--- config.mk ---
export PLATFORM = sky130hd
export DESIGN_NAME = cordic_sched
export DESIGN_NICKNAME = d
export VERILOG_FILES = /design/src/rtl/cordic_sched.sv
export SDC_FILE = /design/constraint.sdc
export NUM_CORES = 1
export LEC_CHECK = 0
export CAP_MARGIN = 40
export CORE_MARGIN = 3
export CORE_UTILIZATION = 43
export CTS_CLUSTER_SIZE = 8
export DETAILED_ROUTE_END_ITERATION = 8
export PLACE_DENSITY = 0.89
export SLEW_MARGIN = 20
export SYNTH_ARGS = -nofsm -noshare
export SYNTH_HDL_FRONTEND = slang
export SYNTH_SLANG_ARGS = --single-unit
--- constraint.sdc ---
create_clock -name clk -period 4.6 [get_ports clk]
set_clock_uncertainty 0.15 [all_clocks]
set_input_delay 0.92 -clock clk [delete_from_list [all_inputs] [get_ports clk]]
set_output_delay 0.92 -clock clk [all_outputs]
set_load 0.05 [all_outputs]
--- src/rtl/cordic_sched.sv ---
// Round-robin scheduler that shares one pipelined CORDIC between N_REQ requesters.
// Issue order is kept in a tag FIFO so each in-order result is routed back to its owner.
module cordic_sched #(
    parameter int WIDTH     = 24,
    parameter int N_REQ     = 4,
    parameter int MAX_OUT   = 16,
    parameter int ISSUE_GAP = 1
) (
    input  logic                     clk,
    input  logic                     rst,
    input  logic [N_REQ-1:0]         req,
    input  logic [N_REQ*WIDTH-1:0]   req_angle,
    output logic [N_REQ-1:0]         gnt,
    output logic [WIDTH-1:0]         cordic_angle,
    output logic                     cordic_data_loaded,
    input  logic [WIDTH-1:0]         cordic_x,
    input  logic [WIDTH-1:0]         cordic_y,
    input  logic                     cordic_data_computed,
    output logic [N_REQ-1:0]         rsp_valid,
    output logic [WIDTH-1:0]         rsp_sin,
    output logic [WIDTH-1:0]         rsp_cos,
    output logic                     busy,
    output logic                     err_unexpected
);

    localparam int IW = (N_REQ > 1) ? $clog2(N_REQ) : 1;
    localparam int PW = $clog2(MAX_OUT);
    localparam int CW = PW + 1;
    localparam int GW = (ISSUE_GAP > 1) ? $clog2(ISSUE_GAP) : 1;

    logic [IW-1:0] last_gnt;
    logic [IW-1:0] gnt_idx;
    logic [IW-1:0] cand;
    logic          gnt_any;
    logic          can_issue;
    logic          pop_ok;
    logic [CW-1:0] out_cnt;
    logic [GW-1:0] gap_cnt;
    logic [PW-1:0] wr_ptr;
    logic [PW-1:0] rd_ptr;
    logic [IW-1:0] tag_mem [MAX_OUT];

    // Full check uses the registered count, so a same-cycle pop cannot unblock a grant.
    assign can_issue = !rst && (out_cnt != CW'(MAX_OUT)) && (gap_cnt == '0);
    assign pop_ok    = cordic_data_computed && (out_cnt != '0);
    assign busy      = (out_cnt != '0);

    always_comb begin
        // NOTE: every output of this block gets a default first, so no latch is inferred.
        gnt_any = 1'b0;
        gnt_idx = '0;
        cand    = '0;
        for (int i = 1; i <= N_REQ; i++) begin
            cand = IW'((int'(last_gnt) + i) % N_REQ);
            if (can_issue && !gnt_any && req[cand]) begin
                gnt_any = 1'b1;
                gnt_idx = cand;
            end
        end
    end

    assign gnt = gnt_any ? (N_REQ'(1) << gnt_idx) : '0;

    // NOTE: tag storage is deliberately not reset; the pointers and count alone decide validity.
    always_ff @(posedge clk) begin
        if (gnt_any) begin
            tag_mem[wr_ptr] <= gnt_idx;
        end
    end

    always_ff @(posedge clk) begin
        if (rst) begin
            last_gnt           <= IW'(N_REQ - 1);
            gap_cnt            <= '0;
            out_cnt            <= '0;
            wr_ptr             <= '0;
            rd_ptr             <= '0;
            cordic_angle       <= '0;
            cordic_data_loaded <= 1'b0;
            rsp_valid          <= '0;
            rsp_sin            <= '0;
            rsp_cos            <= '0;
            err_unexpected     <= 1'b0;
        end else begin
            cordic_data_loaded <= gnt_any;
            if (gnt_any) begin
                cordic_angle <= req_angle[gnt_idx*WIDTH +: WIDTH];
                last_gnt     <= gnt_idx;
                wr_ptr       <= wr_ptr + PW'(1);
                gap_cnt      <= GW'(ISSUE_GAP - 1);
            end else if (gap_cnt != '0) begin
                gap_cnt <= gap_cnt - GW'(1);
            end

            rsp_valid <= '0;
            if (pop_ok) begin
                rsp_valid <= N_REQ'(1) << tag_mem[rd_ptr];
                rsp_sin   <= cordic_y;
                rsp_cos   <= cordic_x;
                rd_ptr    <= rd_ptr + PW'(1);
            end else if (cordic_data_computed) begin
                err_unexpected <= 1'b1;
            end

            case ({gnt_any, pop_ok})
                2'b10:   out_cnt <= out_cnt + CW'(1);
                2'b01:   out_cnt <= out_cnt - CW'(1);
                default: out_cnt <= out_cnt;
            endcase
        end
    end

endmodule

Yosys cells after proc, flatten, opt, wreduce, memory -nomap -nowiden
Memory sizes are Yosys's and may differ from the RTL's. A register that Yosys moved wholly into a read port is not among the register bits.
Cells that the tools add are included.
W data, S select, Z words.
{ "word_totals": {"regBits": 94, "latch_bits": 0, "ram_bits": 32, "romBits": 0, "input_bits": 151, "out_inout_bits": 83, "memories": 1} }
{ "classes": {"addsub": 9, "mul": 1, "div": 0, "n_lt_le_gt_ge": 4, "eq_ne": 3, "shifts": 3, "muxes": 22, "bitwise": 2, "reduce_logical": 19} }
{ "mem_list": {"columns": ["memory", "depth", "word_bits", "read_ports", "rd_clocked_by_memory_dff", "write_ports", "line", "source"], "rows": [
  ["tag_mem", 16, 2, 1, 1, 1, "41", "logic [IW-1:0] tag_mem [MAX_OUT];"]
]} }
{ "ops": {"columns": ["cell", "count"], "rows": [
  ["$shiftx A96 B8 Y24", 1],
  ["$lt A2 B3 Y1 const B", 4],
  ["$mux W4", 3],
  ["$logic_and A1 B1 Y1", 10],
  ["$mux W1", 10],
  ["$pmux W5 S2", 1],
  ["$add A4 B1 Y4 const B", 2],
  ["$bmux W1 S2", 4],
  ["$mux W2", 4],
  ["$shl A1 B2 Y4 const A", 2],
  ["$add A5 B1 Y5 const B", 1],
  ["$ne A5 B5 Y1 const B", 1],
  ["$reduce_bool A5 Y1", 1],
  ["$sub A5 B1 Y5 const B", 1],
  ["$add A2 B1 Y2 const B", 2],
  ["$add A2 B2 Y2 const B", 2],
  ["$logic_not A1 Y1", 4],
  ["$mul A2 B2 Y4 const B", 1],
  ["$reduce_or A3 Y1", 1],
  ["$eq A2 B1 Y1 const B", 1],
  ["$eq A2 B2 Y1 const B", 1],
  ["$not A1 Y1", 2],
  ["$reduce_and A2 Y1", 1],
  ["$reduce_bool A2 Y1", 1],
  ["2 further kinds", 2]
]} }

Longest topological paths before layout
{ "logic_depth": {"depth_word": 19, "mapped_depth": 13, "mapped_depth_nobuf": 11} }

Least setup slack after synthesis
No wires, ideal clock.
{ "synth_path": {"path_kind": "in2out", "startpoint": "in rst", "endpoint": "out gnt[0]", "t_arrival_ps": 2636, "setup_slack_ps": 894, "stages": 5, "path_buffers": 2, "path_cell_list": "clkbuf_1 a2111oi_4 nand2_4 buf_6 nor2_1"} }
{ "synth_between": {"elab_chain_len": 19, "elab_cells_between_ends": 23} }
{ "synth_rtl": {"columns": ["element", "line", "source"], "rows": [
  ["from (decl)", "10", "input logic rst,"],
  ["$logic_not A1 Y1 *", "44", "assign can_issue = !rst && (out_cnt != CW'(MAX_OUT)) && (gap_cnt == '0);"],
  ["$logic_and A1 B1 Y1 * (2 in series)", "44", null],
  ["$logic_and A1 B1 Y1", "55", "if (can_issue && !gnt_any && req[cand]) begin"],
  ["$mux W1", "55", null],
  ["$logic_not A1 Y1", "55", null],
  ["$logic_and A1 B1 Y1 (2 in series)", "55", null],
  ["$mux W1", "55", null],
  ["$logic_not A1 Y1", "55", null],
  ["$logic_and A1 B1 Y1 (2 in series)", "55", null],
  ["$mux W1", "55", null],
  ["$logic_not A1 Y1", "55", null],
  ["$logic_and A1 B1 Y1 (2 in series)", "55", null],
  ["$mux W2", "55", null],
  ["$shl A1 B2 Y4", "62", "assign gnt = gnt_any ? (N_REQ'(1) << gnt_idx) : '0;"],
  ["$mux W4 *", "62", null],
  ["to (decl)", "13", "output logic [N_REQ-1:0] gnt,"]
]} }
Mark *: on every way between the ends. The rest lies on a longest branch, timed or not.

Worst setup path after layout
{ "layout_path": {"startpoint": "in req[0]", "endpoint": "out gnt[1]"} }
{ "layout_between": {"elab_chain_len": 18, "elab_cells_between_ends": 28} }
{ "layout_rtl": {"columns": ["element", "line", "source"], "rows": [
  ["from (decl)", "11", "input logic [N_REQ-1:0] req,"],
  ["$bmux W1 S2", "55", null],
  ["$mux W1 (not written as such)", "55", null],
  ["$logic_and A1 B1 Y1", "55", null],
  ["$mux W1", "55", null],
  ["$logic_not A1 Y1", "55", null],
  ["$logic_and A1 B1 Y1 (2 in series)", "55", null],
  ["$mux W1", "55", null],
  ["$logic_not A1 Y1", "55", null],
  ["$logic_and A1 B1 Y1 (2 in series)", "55", null],
  ["$mux W1", "55", null],
  ["$logic_not A1 Y1", "55", null],
  ["$logic_and A1 B1 Y1 (2 in series)", "55", null],
  ["$mux W2", "55", null],
  ["$shl A1 B2 Y4", "62", null],
  ["$mux W4 *", "62", null]
]} }
Mark *: on every way between the ends. The rest lies on a longest branch, timed or not. The select of a mux whose other input is x is not followed.

==> results.py <==
metrics = {
    "route": {
        "drc": 0,
        "first_pass_detailed_route_iteration_total": 6,
        "routed-via-count": 5008,
        "wl_mm": 16.6,
        "drt_iter0_markers": 408,
        "post_drt_via_cell_ratio": 5.27,
        "ant_nets": 0,
        "routed_length_per_instance_um": 17.4,
    },
    "global_routing": {
        "global_route_layer_with_the_greatest_usage": "met2",
        "met1_usage_pct": 25.0,
        "grt.met2_usage_pct": 42.7,
        "maximum_number_of_pins_on_one_net_before_global_route_repair": 71,
        "grt_pass1_wl_mm": 26.5,
        "grt_overflow_total": 0,
        "antenna_violations_before_repair": 0,
        "use_met3_pct": 6.55,
        "grt_pass1_vias": 5304,
        "gr-usage-all-layers_pct": 23.2,
    },
    "synthesis": {
        "yosys_warn_count": 0,
        "synth_seq_area_share_pct": 52.6,
        "combinational_family_with_the_most_area_after_synthesis": "simple AND/OR/NAND/NOR gates",
        "synth.distinct_cells": 46,
        "synth_async_sr_flop_share_pct": 0,
        "synthesis.area_per_instance_um2": 10.2,
        "synth_area_mm2": 0.00556,
        "synth-seq-cells": 130,
        "yosys.area_share.simple_pct": 14.4,
        "synth_enable_flop_cells": 32,
        "synthFlopType": "sky130_fd_sc_hd__dfxtp_1",
        "yosys.area_share.xor_xnor_pct": 1.58,
        "synthCells": 546,
        "synth.area.mux_share_pct": 13.1,
        "synthAdderAreaFrac_pct": 1.80,
        "synth.net_count": 705,
        "complex_gate_fraction_of_the_synthesized_area_pct": 11.9,
    },
    "power": {
        "clock_share_of_power_pct": 27.8,
        "power.net_switching_mw": 2.01,
        "power.share.combinational_pct": 41.5,
        "share_seq_of_total_power_pct": 30.7,
        "power-per-cell-area_mw_per_mm2": 589,
        "power.switching_fraction_pct": 39.6,
        "power_mw": 5.08,
        "internal_power_mw": 3.06,
        "leakagePower_nw": 3.29,
        "vdd_ir_drop_max_mv": 0.338,
    },
    "timing": {
        "finalSetupViolCount": 0,
        "finalMaxSlewViolations": 0,
        "fmaxAchievable_mhz": 246,
        "timing_worst_slew_pin_value_ps": 717,
        "grt_setup_unrepaired": "false",
        "setup-tns-final_ps": 0,
        "finalHoldViolations": 0,
        "slew-limit-headroom_pct": 51.8,
        "finalCritPeriodShare_pct": 88.3,
        "final_period_minus_worst_setup_slack_ps": 4060,
    },
    "worst_setup_path": {
        "cp.required_ps": 3530,
        "critical_path.slowest_cell": "sky130_fd_sc_hd__nor4_1",
        "timing.critical_path.fanout_max": 26,
        "cp_data_arrival_time_ps": 2990,
        "cp_cell_sequence": "clkdlybuf4s50_1, nor4_1, a2111oi_4, buf_4, nand2_4, nor2_1, buf_12",
        "criticalPathCategory": "in2out",
        "max_stage_delay_ps": 670,
        "rrSetupSlack_ps": 1320,
        "crit_end_element": "output pin",
        "critical_path.startpoint_type": "input port",
    },
    "clock_tree": {
        "cts.sinks": 130,
        "ctsResizeCount": 0,
        "clock_path_buffers": 2,
        "cts.root.buffer_cell": "sky130_fd_sc_hd__clkbuf_16",
        "post_cts.repair.setup_buffers": 0,
        "clock_latency_ps": 410,
        "cts_max_level": 4,
        "cts_hold_buf": 0,
        "cts_inserted_buffers": 17,
        "path_clk_slew_ps": 50,
        "clock_tree_from_tritoncts": "built",
    },
    "placement": {
        "io_buffer_count": 233,
        "dp.cells": 919,
        "sum_of_net_half_perimeters_after_detailed_placement_mm": 12.0,
        "globalplace.congestion": 0.812,
    },
    "floorplan": {
        "top_level_ports": 234,
        "core-area_mm2": 0.0123,
        "initial_utilization_pct": 45.1,
        "die_area_mm2": 0.0143,
        "die_h_um": 120,
        "die_width_um": 120,
        "std_cell_rows": 40,
    },
    "worst_hold_path": {
        "min_path_type": "reg2reg",
    },
    "layout": {
        "layout-drive-gt1-share_pct": 8.56,
        "num_antenna_cells": 0,
        "final_common_cell": "sky130_fd_sc_hd__clkdlybuf4s50_1",
        "area.growth.synth_to_final_pct": 55.1,
        "final-instance-count-excl-fill": 951,
        "finish.net_count": 929,
        "layout.cells.most_common_list": "sky130_fd_sc_hd__clkdlybuf4s50_1, sky130_fd_sc_hd__nand2_1, sky130_fd_sc_hd__dfxtp_1, sky130_fd_sc_hd__a21oi_1, sky130_fd_sc_hd__mux2i_1",
    },
    "run": {
        "max_cap_viol_count": 0,
    },
    "status": {
        "run_status": "completed",
    },
}
## path summary, 6_finish.rpt
| check | start | end | cells past startpoint |
|---|---|---|---|
| worst max-delay path | req[0] | gnt[1] | 7 |
| worst min-delay path | rsp_sin[23] | rsp_sin[23] | 2 |
| worst max register to register | out_cnt[0] | out_cnt[4] | 10 |
| worst min register to register | rsp_sin[23] | rsp_sin[23] | 2 |
## kinds of logic (layout without fill, tap and decap cells)
logic type | after synthesis | after routing
other | 1 | 1
XOR/XNOR | 10 | 10
AO/OA/AOI/OAI | 99 | 99
multiplexers | 60 | 60
AND/OR/NAND/NOR | 192 | 192
buffers and inverters | 46 | 283
adder cells (fa/ha/maj) | 8 | 8
flip-flops | 130 | 130
## registers in the layout (all words and copies together), names as in the netlist, 2 cells and up, named ones only
signal and count:
rd_ptr 4, rsp_sin 24, last_gnt 2, rsp_valid 4
rsp_cos 24, tag_mem 32, wr_ptr 4, out_cnt 5
cordic_angle 24
## worst max-delay path: cells and delay by family
| family | cells | cell delay [ps] |
|---|---|---|
| AOI/OAI and AO/OA | 1 | 130 |
| buffers and inverters | 3 | 870 |
| and+or+nand+nor | 3 | 1050 |
## layer usage
layer,vias up,routed length (um),share of wire [%]
met5,-,0,0
met4,0,487,2.9
met3,43,1230,7.4
met2,244,8830,53
met1,2354,6030,36
li1,2367,-,-
## power by group through the flow
stage / registers [mW] / logic (mW) / clock network (mW)
detailed placement: 1.57 / 2.08 / 0
CTS: 1.56 / 2.11 / 1.43
finish: 1.56 / 2.11 / 1.41
global placement: 1.56 / 2.02 / 0
global route: 1.59 / 2.23 / 1.48
floorplan: 2.12 / 0.851 / 0
## layout make-up
cell class	instances	area (um2)
flip-flops and latches	130	2920
well taps	168	210
inverters	10	40.0
clock buffers	23	522
multi-input cells	370	2380
repair buffers	241	2430
clock inverters	9	114
fillers	854	3690
## cell usage after synthesis (4+ instances only)
master | instances | area, um2
sky130_fd_sc_hd__clkbuf_1 | 18 | 67.6
sky130_fd_sc_hd__mux2i_1 | 49 | 490
sky130_fd_sc_hd__ha_1 | 8 | 100
sky130_fd_sc_hd__mux4_2 | 10 | 225
sky130_fd_sc_hd__nor3_1 | 5 | 25.0
sky130_fd_sc_hd__buf_6 | 4 | 45.0
sky130_fd_sc_hd__buf_2 | 11 | 55.1
sky130_fd_sc_hd__a21oi_1 | 54 | 270
sky130_fd_sc_hd__o21ai_0 | 6 | 30.0
sky130_fd_sc_hd__inv_1 | 7 | 26.3
sky130_fd_sc_hd__o221ai_1 | 22 | 193
sky130_fd_sc_hd__dfxtp_1 | 98 | 1960
sky130_fd_sc_hd__nand2b_1 | 6 | 37.5
sky130_fd_sc_hd__nand2_1 | 131 | 492
sky130_fd_sc_hd__edfxtp_1 | 32 | 961
sky130_fd_sc_hd__nor2_1 | 35 | 131
sky130_fd_sc_hd__xor2_1 | 7 | 61.3
## per-stage QoR
step                utilization (%)  setup slack [ps]  area [um2]  hold slack (ps)
global route                   70.0               424        8620              323
global placement               64.8               647        7980              291
CTS                            70.0               563        8620              305
finish                         70.0               538        8620              303
detailed placement             64.8               432        7980              297
floorplan                         -               894        5560              300
Note: power is estimated with default switching activity, not from simulation.
